==> config.mk <==
export PLATFORM = sky130hd
export DESIGN_NAME = f1_sweep_ctrl_flat
export DESIGN_NICKNAME = d
export VERILOG_FILES = /design/src/rtl/f1_sweep_pkg.sv /design/src/rtl/f1_sweep_if.sv /design/src/rtl/f1_sweep_ctrl_settle_timer.sv /design/src/rtl/f1_sweep_ctrl.sv /design/src/flat_wrapper.sv
export SDC_FILE = /design/constraint.sdc
export NUM_CORES = 1
export LEC_CHECK = 0
export CORE_MARGIN = 2
export CORE_UTILIZATION = 50
export CTS_CLUSTER_DIAMETER = 40
export DETAILED_ROUTE_END_ITERATION = 8
export GPL_ROUTABILITY_DRIVEN = 0
export GPL_TIMING_DRIVEN = 1
export PLACE_DENSITY_LB_ADDON = 0.05
export SETUP_SLACK_MARGIN = 0.4
export SLEW_MARGIN = 20
export SYNTH_ARGS = -nofsm -noshare
export SYNTH_HDL_FRONTEND = slang
export SYNTH_SLANG_ARGS = --single-unit
export TNS_END_PERCENT = 10
==> constraint.sdc <==
create_clock -name clk -period 2.8 [get_ports clk]
set_clock_uncertainty 0.05 [all_clocks]
set_input_delay 0.42 -clock clk [delete_from_list [all_inputs] [get_ports clk]]
set_output_delay 0.42 -clock clk [all_outputs]
set_load 0.01 [all_outputs]
==> src/rtl/f1_sweep_pkg.sv <==
// Shared constants and state encoding for the truth-table sweep controller.
// Latency: n/a (definitions only).
// Backpressure: n/a.
package f1_sweep_pkg;

   // Number of input vectors swept and the width of the vector index
   localparam int NVEC  = 16;
   localparam int IDX_W = 4;
   // Error counter is one bit wider than the index so 16 fits
   localparam int CNT_W = 5;

   typedef logic [1:0] state_t;

   localparam state_t ST_IDLE   = 2'd0;
   localparam state_t ST_APPLY  = 2'd1;
   localparam state_t ST_SAMPLE = 2'd2;
   localparam state_t ST_DONE   = 2'd3;

endpackage

==> src/rtl/f1_sweep_if.sv <==
// Bundles the sweep controller's control, vector drive and result signals.
// Latency: n/a (wiring only).
// Backpressure: none; start is simply ignored while a sweep is busy.
interface f1_sweep_if;

   logic                          start;
   logic                          abort;
   logic [f1_sweep_pkg::NVEC-1:0] expected;
   logic                          f_in;
   logic                          a;
   logic                          b;
   logic                          c;
   logic                          d;
   logic                          busy;
   logic                          done;
   logic                          valid;
   logic                          pass;
   logic [f1_sweep_pkg::NVEC-1:0] captured;
   logic [f1_sweep_pkg::CNT_W-1:0] err_cnt;
   logic [f1_sweep_pkg::IDX_W-1:0] first_fail;

   // Lab top / bench side: issues commands and closes the loop through f_in
   modport master (
      output start, abort, expected, f_in,
      input  a, b, c, d, busy, done, valid, pass, captured, err_cnt, first_fail
   );

   // Controller side
   modport slave (
      input  start, abort, expected, f_in,
      output a, b, c, d, busy, done, valid, pass, captured, err_cnt, first_fail
   );

endinterface

==> src/rtl/f1_sweep_ctrl_settle_timer.sv <==
// Settle counter: counts cycles a vector has been held, flags the last one.
// Latency: expire is a compare on the registered count (same cycle).
// Backpressure: none; clr wins over en.
module settle_timer #(
   parameter int unsigned SETTLE = 1
) (
   input  logic clk,
   input  logic rst_n,
   input  logic clr,
   input  logic en,
   output logic expire
);

   // Terminal count; SETTLE is limited to 1..15 so this fits in 4 bits
   localparam logic [3:0] LAST_CNT = 4'(SETTLE - 1);

   logic [3:0] r_cnt;

   // Count held cycles while enabled, restart on clr
   always_ff @(posedge clk) begin
      if (!rst_n) begin
         r_cnt <= '0;
      end else if (clr) begin
         r_cnt <= '0;
      end else if (en) begin
         r_cnt <= r_cnt + 4'd1;
      end
   end

   assign expire = (r_cnt == LAST_CNT);

endmodule

==> src/rtl/f1_sweep_ctrl.sv <==
// Walks a 4-input function block through all 16 vectors and checks f against a truth table.
// Latency: done pulses 16*(SETTLE+1) cycles after the edge that accepts start.
// Backpressure: start ignored while busy; abort returns to IDLE at the next edge.
module f1_sweep_ctrl
   import f1_sweep_pkg::*;
#(
   parameter int unsigned SETTLE = 1
) (
   input  logic      clk,
   input  logic      rst_n,
   f1_sweep_if.slave sw
);

   state_t            r_state;
   state_t            w_state_nxt;

   logic [IDX_W-1:0]  r_idx;
   logic [NVEC-1:0]   r_exp;
   logic [NVEC-1:0]   r_captured;
   logic [CNT_W-1:0]  r_err_cnt;
   logic [IDX_W-1:0]  r_first_fail;
   logic              r_fail_seen;
   logic              r_valid;
   logic              r_pass;

   logic              w_expire;
   logic              w_tmr_clr;
   logic              w_tmr_en;
   logic              w_accept;
   logic              w_last;
   logic              w_mismatch;
   logic              w_busy;
   logic              w_done;

   // abort takes priority over start when both arrive in IDLE
   assign w_accept   = (r_state == ST_IDLE) && sw.start && !sw.abort;
   assign w_last     = (r_idx == IDX_W'(NVEC - 1));
   assign w_mismatch = (sw.f_in != r_exp[r_idx]);

   settle_timer #(
      .SETTLE (SETTLE)
   ) u_settle_timer (
      .clk    (clk),
      .rst_n  (rst_n),
      .clr    (w_tmr_clr),
      .en     (w_tmr_en),
      .expire (w_expire)
   );

   // State register
   always_ff @(posedge clk) begin
      if (!rst_n) begin
         r_state <= ST_IDLE;
      end else begin
         r_state <= w_state_nxt;
      end
   end

   // Next-state logic: hold each vector SETTLE cycles, sample, advance
   always_comb begin
      w_state_nxt = r_state;
      case (r_state)
         ST_IDLE: begin
            if (w_accept) begin
               w_state_nxt = ST_APPLY;
            end
         end
         ST_APPLY: begin
            if (sw.abort) begin
               w_state_nxt = ST_IDLE;
            end else if (w_expire) begin
               w_state_nxt = ST_SAMPLE;
            end
         end
         ST_SAMPLE: begin
            if (sw.abort) begin
               w_state_nxt = ST_IDLE;
            end else if (w_last) begin
               w_state_nxt = ST_DONE;
            end else begin
               w_state_nxt = ST_APPLY;
            end
         end
         ST_DONE: begin
            w_state_nxt = ST_IDLE;
         end
         default: begin
            w_state_nxt = ST_IDLE;
         end
      endcase
   end

   // State-decoded outputs: status flags and settle timer control
   always_comb begin
      w_busy    = (r_state != ST_IDLE);
      // An abort landing on the DONE cycle suppresses the completion pulse
      w_done    = (r_state == ST_DONE) && !sw.abort;
      // Timer restarts in IDLE and on every sample so each vector gets a full settle
      w_tmr_clr = (r_state == ST_IDLE) || (r_state == ST_SAMPLE);
      w_tmr_en  = (r_state == ST_APPLY);
   end

   // Sweep datapath: latch the table on start, accumulate per-vector results, publish on DONE
   always_ff @(posedge clk) begin
      if (!rst_n) begin
         r_idx        <= '0;
         r_exp        <= '0;
         r_captured   <= '0;
         r_err_cnt    <= '0;
         r_first_fail <= '0;
         r_fail_seen  <= 1'b0;
         r_valid      <= 1'b0;
         r_pass       <= 1'b0;
      end else if (w_accept) begin
         r_exp        <= sw.expected;
         r_idx        <= '0;
         r_captured   <= '0;
         r_err_cnt    <= '0;
         r_first_fail <= '0;
         r_fail_seen  <= 1'b0;
         r_valid      <= 1'b0;
      end else if ((r_state == ST_SAMPLE) && !sw.abort) begin
         r_captured[r_idx] <= sw.f_in;
         if (w_mismatch) begin
            r_err_cnt <= r_err_cnt + CNT_W'(1);
            if (!r_fail_seen) begin
               r_first_fail <= r_idx;
               r_fail_seen  <= 1'b1;
            end
         end
         // idx parks at 15 after the last sample so a..d hold the final vector
         if (!w_last) begin
            r_idx <= r_idx + IDX_W'(1);
         end
      end else if ((r_state == ST_DONE) && !sw.abort) begin
         // err_cnt already includes the final sample by the time DONE is reached
         r_valid <= 1'b1;
         r_pass  <= (r_err_cnt == '0);
      end
   end

   // Vector drive straight from the index register keeps a..d glitch-free
   assign sw.a          = r_idx[3];
   assign sw.b          = r_idx[2];
   assign sw.c          = r_idx[1];
   assign sw.d          = r_idx[0];
   assign sw.busy       = w_busy;
   assign sw.done       = w_done;
   assign sw.valid      = r_valid;
   assign sw.pass       = r_pass;
   assign sw.captured   = r_captured;
   assign sw.err_cnt    = r_err_cnt;
   assign sw.first_fail = r_first_fail;

endmodule

==> src/flat_wrapper.sv <==
// flat-port wrapper written by rule: the top's interface ports become plain ports
module f1_sweep_ctrl_flat import f1_sweep_pkg::*;
#(
   parameter int unsigned SETTLE = 1
)
  (clk, rst_n, sw_start, sw_abort, sw_expected, sw_f_in, sw_a, sw_b, sw_c, sw_d, sw_busy, sw_done, sw_valid, sw_pass, sw_captured, sw_err_cnt, sw_first_fail);
  f1_sweep_if sw_i ();
  input  logic clk;
  input  logic rst_n;
  input wire logic [$bits(sw_i.start)-1:0] sw_start;
  input wire logic [$bits(sw_i.abort)-1:0] sw_abort;
  input wire logic [$bits(sw_i.expected)-1:0] sw_expected;
  input wire logic [$bits(sw_i.f_in)-1:0] sw_f_in;
  output wire logic [$bits(sw_i.a)-1:0] sw_a;
  output wire logic [$bits(sw_i.b)-1:0] sw_b;
  output wire logic [$bits(sw_i.c)-1:0] sw_c;
  output wire logic [$bits(sw_i.d)-1:0] sw_d;
  output wire logic [$bits(sw_i.busy)-1:0] sw_busy;
  output wire logic [$bits(sw_i.done)-1:0] sw_done;
  output wire logic [$bits(sw_i.valid)-1:0] sw_valid;
  output wire logic [$bits(sw_i.pass)-1:0] sw_pass;
  output wire logic [$bits(sw_i.captured)-1:0] sw_captured;
  output wire logic [$bits(sw_i.err_cnt)-1:0] sw_err_cnt;
  output wire logic [$bits(sw_i.first_fail)-1:0] sw_first_fail;
  assign sw_i.start = sw_start;
  assign sw_i.abort = sw_abort;
  assign sw_i.expected = sw_expected;
  assign sw_i.f_in = sw_f_in;
  assign sw_a = sw_i.a;
  assign sw_b = sw_i.b;
  assign sw_c = sw_i.c;
  assign sw_d = sw_i.d;
  assign sw_busy = sw_i.busy;
  assign sw_done = sw_i.done;
  assign sw_valid = sw_i.valid;
  assign sw_pass = sw_i.pass;
  assign sw_captured = sw_i.captured;
  assign sw_err_cnt = sw_i.err_cnt;
  assign sw_first_fail = sw_i.first_fail;
  f1_sweep_ctrl #(.SETTLE(SETTLE)) u_core (.clk(clk), .rst_n(rst_n), .sw(sw_i));
endmodule
# Yosys cells after proc, flatten, opt, wreduce, memory -nomap -nowiden

Index checks and enable logic that the tools add are counted.

Register bits: 54
Input port bits: 21
Output and inout bits: 33
Word-level logic and storage cells: 57

Add/sub/neg operators: 3
Magnitude comparators: 2
Equality and inequality tests: 7
Multiplexer cells: 11
Bitwise operators: 5
Reduce and logical (&&, ||, !) cells: 19

Operator list:

| cell                                                       | number |
|---|---|
| bitwise mux 16 bit                                         | 1 |
| two-way mux 2 bit                                          | 5 |
| adder 4 x 1 -> 4 bit, second input constant                | 2 |
| one-hot mux 2 bit (4 select lines)                         | 1 |
| AND reduction 2 bit                                        | 4 |
| AND reduction 3 bit                                        | 2 |
| adder 5 x 1 -> 5 bit, second input constant                | 1 |
| logical AND 1 bit                                          | 5 |
| logical NOT 5 bit                                          | 1 |
| less-than comparator 4 x 5 -> 1 bit, second input constant | 1 |
| inverter 1 bit                                             | 5 |
| binary-select mux 1 bit (select 4 bit)                     | 1 |
| demux 1 bit (select 4 bit)                                 | 1 |
| equality test 2 bit, second input constant                 | 2 |
| equality test 4 bit, second input constant                 | 1 |
| >= comparator 4 x 1 -> 1 bit, second input constant        | 1 |
| logical NOT 4 bit                                          | 1 |
| OR reduction 2 bit                                         | 2 |
| != test 3 x 2 -> 1 bit, second input constant              | 1 |
| equality test 2 x 1 -> 1 bit, second input constant        | 1 |
| logical NOT 2 bit                                          | 1 |
| two-way mux 1 bit                                          | 2 |
| != test 2 x 1 -> 1 bit, second input constant              | 1 |
| nonzero test 2 bit                                         | 1 |
| other kinds (3)                                            | 3 |

# Longest topological paths before layout

Gate-level depths: netlist of run 1.

Depth after elaboration: 5
Gate-level depth with buffers: 9
Depth with buffers taken out: 6

# Modules after synthesis

Synthesis of run 1 repeated with hierarchy kept, for this count alone.

Cells, all modules: 276
Area, all modules: 2544.9 um2

By module, submodules not included:

| module        | instances | cells each | area an instance (um2) | sequential area each (um2) |
|---|---|---|---|---|
| f1_sweep_ctrl | 1         | 255        | 2336.0                 | 1001.0 |
| settle_timer  | 1         | 21         | 209.0                  | 80.1 |

# Least setup slack after synthesis of run 1

OpenSTA, ideal clock, no wires.

Path kind: register to register
From: register u_core.r_idx[1]
To: register u_core.r_err_cnt[2] (netlist: u_core.sw.err_cnt[2])
Setup time: 67 ps
Arrival: 1969 ps
Required time: 2683 ps
Path slack: 714 ps
Stages on the path, launching flop included: 7
Path buffers: 1
Period minus slack after synthesis: 2086 ps
Cells stage by stage: dfxtp_1 buf_6 mux4_1 a22oi_4 nand4_4 a2111o_1 o21ai_2

Cells in the longest elaborated chain, start to end: 4

RTL lines:

| item                                    | line                 | RTL |
|---|---|---|
| start, declared                         | f1_sweep_ctrl.sv:17  | `logic [IDX_W-1:0] r_idx;` |
| start signal, assigned                  | f1_sweep_ctrl.sv:133 | `r_idx <= r_idx + IDX_W'(1);` |
| binary-select mux 1 bit (select 4 bit)  | f1_sweep_ctrl.sv:38  | `assign w_mismatch = (sw.f_in != r_exp[r_idx]);` |
| two-way mux 1 bit (not written as such) | f1_sweep_ctrl.sv:38  |  |
| != test 1 bit                           | f1_sweep_ctrl.sv:38  |  |
| AND reduction 2 bit (no line)           | --                   |  |
| end signal, assigned                    | f1_sweep_ctrl.sv:125 | `r_err_cnt <= r_err_cnt + CNT_W'(1);` |
| end, declared                           | f1_sweep_ctrl.sv:20  | `logic [CNT_W-1:0] r_err_cnt;` |

No other way between the ends. The select of a mux whose other input is x is not followed.
A chain may end at the register's enable or synchronous reset.

# Worst setup path after layout of run 1

From: input sw_abort
To: output sw_done

Cells in the longest elaborated chain, start to end: 2

RTL lines:

| item              | line                | RTL |
|---|---|---|
| start, declared   | flat_wrapper.sv:11  | `input wire logic [$bits(sw_i.abort)-1:0] sw_abort;` |
| logical NOT 1 bit | f1_sweep_ctrl.sv:97 | `w_done = (r_state == ST_DONE) && !sw.abort;` |
| logical AND 1 bit | f1_sweep_ctrl.sv:97 |  |
| end, declared     | flat_wrapper.sv:19  | `output wire logic [$bits(sw_i.done)-1:0] sw_done;` |

No other way between the ends.

==> run_results.csv, run 1 <==
group,metric,value,unit
final_layout,drive_above_1_share,8.11,%
final_layout,final_nets,362,
logic_synthesis,ys_ff_latch,54,
place,portBuffers,53,
clocking,cts_buffers,5,
floorplan,die_h,75.4,um
run,drv_cap,0,
floorplan,core_area,0.00482,mm^2
pwr,power.leakage,1.24,nW
setup_path,r2r_setup_slack,0.61,ns
logic_synthesis,synth_edf_count,0,
setup_path,startpoint,"sw_abort",
setup_path,r2r_cells,5,
clocking,clock_path_buffers,2,
run_status,status,"complete, no violations",
clocking,clockRootBuffer,"clkbuf_8",
setup_path,end_kind,"output port",
place,dp_hpwl,3730,um
global_routing,grt_pass1_wl,8700,um
clocking,clkTransAtPathRegs,0.08,ns
sta,final-hold-violation-count,0,
setup_path,cp.arrival,1.79,ns
setup_path,crit_path_end,"sw_done",
logic_synthesis,syn_inst,280,
logic_synthesis,synth_area_per_cell,9.11,um^2
final_layout,n_fill_cell,438,
clocking,clkSinkCount,54,
pwr,cellPowerDensity,399,mW/mm^2
setup_path,startpoint_type,"input pin",
floorplan,start_util,52.9,%
logic_synthesis,yosysTopAreaCellShare,42.4,%
setup_path,crit_required,2.33,ns
route,post_drt_wl_per_cell,13.0,um
sta,final.period_utilization,80.7,%
global_routing,grt.overflow.total,0,
sta,setup_tns,0,ns
setup_path,criticalPathCategory,"input pin to output port",
route,ant_nets,0,
floorplan,rows,25,
logic_synthesis,ys_seq_area_share,42.4,%
sta,worst_hold_slack,0.414,ns
logic_synthesis,ys.flop_type,"dfxtp_1",
setup_path,r2r-start,"u_core.r_idx[1]$_SDFFE_PP0P_",
final_layout,multiInputGateArea,0.00138,mm^2
route,route.detailed.drc,0,
clocking,cts_tree,"built",
clocking,cts_hold_buf,0,
logic_synthesis,synth_fp_nets,309,
logic_synthesis,synth_area_leaders,"dfxtp_1 42%, mux2i_1 8.2%, nand2_1 6.2%",
route,vias,2069,
logic_synthesis,synthDistinctLibCells,39,
sta,min_period,2.26,ns
route,drt_iter0_drc,128,
sta,slew_violations,0,
sta,slew_headroom,70.3,%
sta,setup_viol,0,
global_routing,first_global_vias,1895,
final_layout,seq_area,0.00108,mm^2
global_routing,grt_max_degree,28,
sta,fmax,0.443,GHz
sta,worst_pin_slew,0.445,ns
setup_path,r2r_end,"u_core.sw.err_cnt[2]$_SDFFE_PP0P_",
final_layout,syn_to_final_growth,27.5,%
final_layout,diodes,0,
logic_synthesis,synth_top_area_cell,"dfxtp_1",
clocking,cts.htree.levels,2,
setup_path,worst-path-max-fanout,7,
floorplan,die_w,75.4,um
pwr,peakVddDrop,324,uV
logic_synthesis,async_flop_share,0,%
route,routed_wl,5180,um
clocking,insertion_delay,0.30,ns
place,dpl_worst_slack,0.314,ns
logic_synthesis,yosysWarnings,0,
floorplan,design.die.area,0.00569,mm^2
route,routed_via_density,5.17,
logic_synthesis,synth_area,0.00255,mm^2
sta,rsz0062_at_grt,"true",
global_routing,grt.total_usage,20.0,%
worst_hold_path,worst_hold_path_type,"flip-flop to flip-flop",
route,drtPass1Iterations,4,
sta,layout_setup_ws,0.541,ns
global_routing,antenna_found_initial,0,
floorplan,io_pins,54,
[cell usage after synthesis, types with 3 or more instances]
cell type and n:
ha_1 8, o21ai_0 5, mux2i_1 21, dfxtp_1 54, clkbuf_1 10, xnor2_1 3
mux4_2 3, inv_1 8, nor2_1 28, a21oi_1 10, nor2b_1 6, a21boi_0 16
nand3_1 21, nor3b_1 6, buf_2 6, nand2_1 42, nand4_1 6
[metrics by stage]
step                      cell area, um^2  std cells  util (%)  power [mW]
final                                3250        400      67.5        1.30
after global routing                 3250        400      67.5        1.35
after CTS                            3240        400      67.3        1.31
after detailed placement             3170        393      65.7       0.911
after global placement               3170        393      65.7       0.910
after floorplan                      2550        280         -       0.861
[power breakdown]
| group | switching [mW] | internal (mW) |
|---|---|---|
| Sequential | 0.00852 | 0.780 |
| Combinational | 0.0507 | 0.0536 |
| Clock | 0.231 | 0.173 |
| Total | 0.290 | 1.01 |
[metal layers]
metal	GRT usage, %	up-vias	share of wire (%)
li1	-	1066	-
met1	27.1	949	48
met2	31.5	46	46
met3	3.84	8	4.2
met4	7.80	0	1.8
met5	0	-	0
[cell usage in the layout (no fill, tap or decap), types with 2 or more instances in the layout]
cell,Yosys,final
dfxtp_1,54,54
a21boi_0,16,16
mux2i_1,21,21
ha_1,8,8
clkbuf_1,10,2
nand4_1,6,6
clkbuf_8,0,5
a2111o_1,2,2
xnor2_1,3,3
nor2b_1,6,6
xor2_1,2,2
nand2_1,42,42
nor3b_1,6,4
nor3b_2,1,3
buf_4,0,10
nor2_1,28,28
nand3_1,21,21
a22oi_4,2,2
a21oi_1,10,10
and2_1,2,2
nand2b_1,2,2
mux4_2,3,3
inv_1,8,8
clkdlybuf4s50_1,0,53
o21ai_0,5,5
[worst min path at each step]
| stage | start | end | slack (ns) | depth (start not counted) |
|---|---|---|---|---|
| 2_1_floorplan | u_core.r_exp[3]$_SDFFE_PN0P_ | u_core.r_exp[3]$_SDFFE_PN0P_ | 0.39 | 2 |
| 6_report | u_core.r_exp[1]$_SDFFE_PN0P_ | u_core.r_exp[1]$_SDFFE_PN0P_ | 0.41 | 2 |
| 3_5_place_dp | u_core.r_exp[1]$_SDFFE_PN0P_ | u_core.r_exp[1]$_SDFFE_PN0P_ | 0.40 | 2 |
| 4_1_cts | u_core.r_exp[1]$_SDFFE_PN0P_ | u_core.r_exp[1]$_SDFFE_PN0P_ | 0.41 | 2 |
| 3_3_place_gp | u_core.r_exp[1]$_SDFFE_PN0P_ | u_core.r_exp[1]$_SDFFE_PN0P_ | 0.40 | 2 |
| 5_1_grt | u_core.r_exp[1]$_SDFFE_PN0P_ | u_core.r_exp[1]$_SDFFE_PN0P_ | 0.43 | 2 |
[worst max-delay path: stages]
cell and delay [ns]:
clkdlybuf4s50_1 0.54, nor3b_2 0.26, clkdlybuf4s50_1 0.57
[timing repair]
action                                  4_1_cts  5_1_grt
endpoints found under the setup margin        0        2
endpoints found under the hold margin         0        0
buffers inserted                              0        0
gates resized for setup                       0        2
[area by class of cell]
cell class | count | share of cell area [%]
multi-input combinational | 201 | 42.3
sequential | 54 | 33.2
timing repair buffer | 63 | 18.6
tap | 67 | 2.58
clock buffer | 7 | 2.35
inverter | 8 | 0.923
[cells by family after synthesis]
logic type / synth area share, %
compound gates: 12.1
buf+inv: 4.27
flops: 42.4
mux: 11.9
fa+ha+maj: 3.93
simple gates: 23.7
xor+xnor: 1.72
[state kept, by name, indices dropped and copies added, names as in the netlist]
signal / count
u_core.sw.valid: 1
u_core.r_fail_seen: 1
u_core.r_state: 2
u_core.r_exp: 16
u_core.sw.pass: 1
u_core.r_idx: 4
u_core.u_settle_timer.r_cnt: 4
u_core.sw.first_fail: 4
u_core.sw.err_cnt: 5
u_core.sw.captured: 16
Note: power is estimated with default switching activity, not from simulation.
==> inputs of run 2 (changes only) <==
==> constraint.sdc (replaced) <==
create_clock -name clk -period 2.14 [get_ports clk]
set_clock_uncertainty 0.05 [all_clocks]
set_input_delay 0.321 -clock clk [delete_from_list [all_inputs] [get_ports clk]]
set_output_delay 0.321 -clock clk [all_outputs]
set_load 0.01 [all_outputs]
==> run 2 against run 1 <==
  * Highest routed layer unchanged
  * Sequential power increased by 31%
  * First-iteration DRC count decreased by 57%
  * Final cell count increased by 2.5%
  * Largest cell class unchanged
  * Critical endpoint is now u_core.sw.err_cnt[2]$_SDFFE_PP0P_
  * Largest power group unchanged
  * Worst setup slack got worse by 0.38 ns
  * Non-clock buffer count increased by 9
==> run_results.csv, run 2 (synthesis gave the netlist of run 1 again) <==
group,metric,value,unit
place,portBuffers,53,
place,dpl_worst_slack,-0.0827,ns
sta,final.period_utilization,92.5,%
final_layout,design_area,0.00339,mm^2
sta,worst_hold_slack,0.411,ns
setup_path,r2r_end,"u_core.sw.err_cnt[2]$_SDFFE_PP0P_",
global_routing,antenna_found_initial,0,
final_layout,diodes,0,
run_status,status,"complete, no violations",
worst_hold_path,worstHoldStart,"u_core.r_exp[13]$_SDFFE_PN0P_",
setup_path,r2r_cells,5,
setup_path,cp.arrival,2.17,ns
setup_path,startpoint_type,"flip-flop",
pwr,p_switching,0.401,mW
global_routing,first_global_vias,2029,
sta,setup_viol,0,
worst_hold_path,hold_end,"u_core.r_exp[13]$_SDFFE_PN0P_",
sta,rsz0062_at_grt,"true",
floorplan,die_w,75.4,um
sta,min_period,1.98,ns
floorplan,rows,25,
route,wl_met1,2530,um
global_routing,grt_pass1_wl,9000,um
global_routing,grt_max_degree,22,
place,dp_hpwl,3870,um
sta,slew_headroom,76.7,%
final_layout,layout_common_cells,"52 x clkdlybuf4s50_1, 49 x dfxtp_1, 42 x nand2_1, 28 x nor2_1",
route,wl_met2,2560,um
clocking,clkSinkCount,54,
final_layout,layoutNonFillerInstCount,410,
route,route.detailed.drc,0,
route,routed_wl,5320,um
pwr,p_comb_share,7.9,%
route,vias,2137,
clocking,insertion_delay,0.30,ns
route,drt_iter0_drc,55,
route,routed_via_density,5.21,
floorplan,design.die.area,0.00569,mm^2
setup_path,slowest_delay,0.55,ns
global_routing,grt.total_usage,20.5,%
route,maxUsedRoutingLayer,"met4",
setup_path,crit_chain,"mux4_2 > a22oi_4 > nand4_4 > a2111o_1 > o21ai_2",
route,met3_length,181,um
sta,worst_pin_slew,0.348,ns
setup_path,crit_slowest_cell,"mux4_2",
clocking,cts.htree.levels,2,
pwr,switching_share,21.3,%
final_layout,syn_to_final_growth,32.9,%
floorplan,io_pins,54,
pwr,total_power,1.88,mW
pwr,p_int,1.48,mW
floorplan,die_h,75.4,um
global_routing,grt.overflow.total,0,
clocking,clock_path_buffers,2,
route,post_drt_wl_per_cell,13.0,um
pwr,seqPwrFrac,54.8,%
final_layout,drive_above_1_share,13.7,%
pwr,power.leakage,1.31,nW
run,drv_cap,0,
clocking,cts_tree,"built",
final_layout,layout_commonest_cell,"clkdlybuf4s50_1",
clocking,clkTransAtPathRegs,0.10,ns
setup_path,crit_required,2.33,ns
place,dp.cells,399,
setup_path,r2r_setup_slack,0.16,ns
sta,final-hold-violation-count,0,
setup_path,worst-path-max-fanout,6,
worst_hold_path,worst_hold_path_type,"flip-flop to flip-flop",
sta,layout_setup_ws,0.160,ns
setup_path,criticalPathCategory,"flip-flop to flip-flop",
pwr,peakVddDrop,496,uV
final_layout,final_nets,371,
sta,fmax,0.505,GHz
setup_path,r2r-start,"u_core.r_idx[1]$_SDFFE_PP0P_",
place,placed_cell_area,0.00322,mm^2
sta,slew_violations,0,
setup_path,end_kind,"flip-flop",
floorplan,start_util,52.9,%
pwr,clkPwrFrac,37.3,%
clocking,clockRootBuffer,"clkbuf_8",
pwr,cellPowerDensity,555,mW/mm^2
route,drtPass1Iterations,4,
worst_hold_path,hold_depth,2,
floorplan,core_area,0.00482,mm^2
route,ant_nets,0,
clocking,cts_buffers,5,
final_layout,n_fill_cell,430,
## run 2: changes by cell type in the layout (fill, tap and decap cells not counted), moves of 3 or more
cell and delta:
buf_4 +7, dfxtp_1 -5, dfxtp_2 +4, o21ai_0 -4
o21ai_1 +3
## run 2: area by class of cell
class / count / area [um^2] / share of cell area (%)
sequential: 54 / 1090 / 32.2
clock inverter: 1 / 30.0 / 0.886
multi-input combinational: 201 / 1380 / 40.8
timing repair buffer: 72 / 688 / 20.3
inverter: 8 / 30.0 / 0.886
clock buffer: 7 / 86.3 / 2.55
tap: 67 / 83.8 / 2.47
## run 2: how the worst max path moves through the flow
stage	to	startpoint	cells after the start	slack [ns]
after floorplan	u_core.sw.err_cnt[2]$_SDFFE_PP0P_	u_core.r_idx[1]$_SDFFE_PP0P_	6	0.14
after global placement	u_core.sw.first_fail[0]$_SDFFE_PP0P_	sw_abort	7	-0.06
after detailed placement	u_core.sw.first_fail[1]$_SDFFE_PP0P_	sw_abort	7	-0.08
after CTS	u_core.sw.first_fail[1]$_SDFFE_PP0P_	u_core.r_idx[1]$_SDFFE_PP0P_	7	0.17
after global routing	u_core.sw.err_cnt[0]$_SDFFE_PP0P_	u_core.r_idx[1]$_SDFFE_PP0P_	6	0.09
final	u_core.sw.err_cnt[2]$_SDFFE_PP0P_	u_core.r_idx[1]$_SDFFE_PP0P_	5	0.16
## run 2: critical path, delay by kind of cell, from the launching register on
kind               cells  cell delay, ns
DFF                    1            0.41
muxes                  1            0.55
AOI/OAI and AO/OA      3            0.74
and+or+nand+nor        1            0.16
## run 2: repair_timing
action / CTS / global route
hold buffers: 0 / 0
pin swaps: 2 / 5
buffers inserted: 3 / 0
gates resized for setup: 4 / 11
endpoints found under the setup margin: 29 / 34
## run 2: power groups by stage
| stage | combinational (mW) | clock [mW] | sequential [mW] |
|---|---|---|---|
| detailed placement | 0.146 | 0 | 1.05 |
| finish | 0.148 | 0.701 | 1.03 |
| global placement | 0.144 | 0 | 1.05 |
| global route | 0.164 | 0.760 | 1.03 |
| CTS | 0.148 | 0.716 | 1.03 |
| floorplan | 0.0756 | 0 | 1.05 |
## run 2: metrics by stage
step	utilization, %	TNS, ns
floorplan	-	0
global placement	66.9	-0.269
detailed placement	66.9	-0.392
CTS	69.9	0
global route	70.4	0
finish	70.4	0
## run 2: routing by layer
layer | global-route usage [%] | vias to the layer above
met5 | 0 | -
met1 | 26.5 | 998
met4 | 6.43 | 0
met2 | 34.8 | 46
met3 | 3.70 | 5
li1 | - | 1088
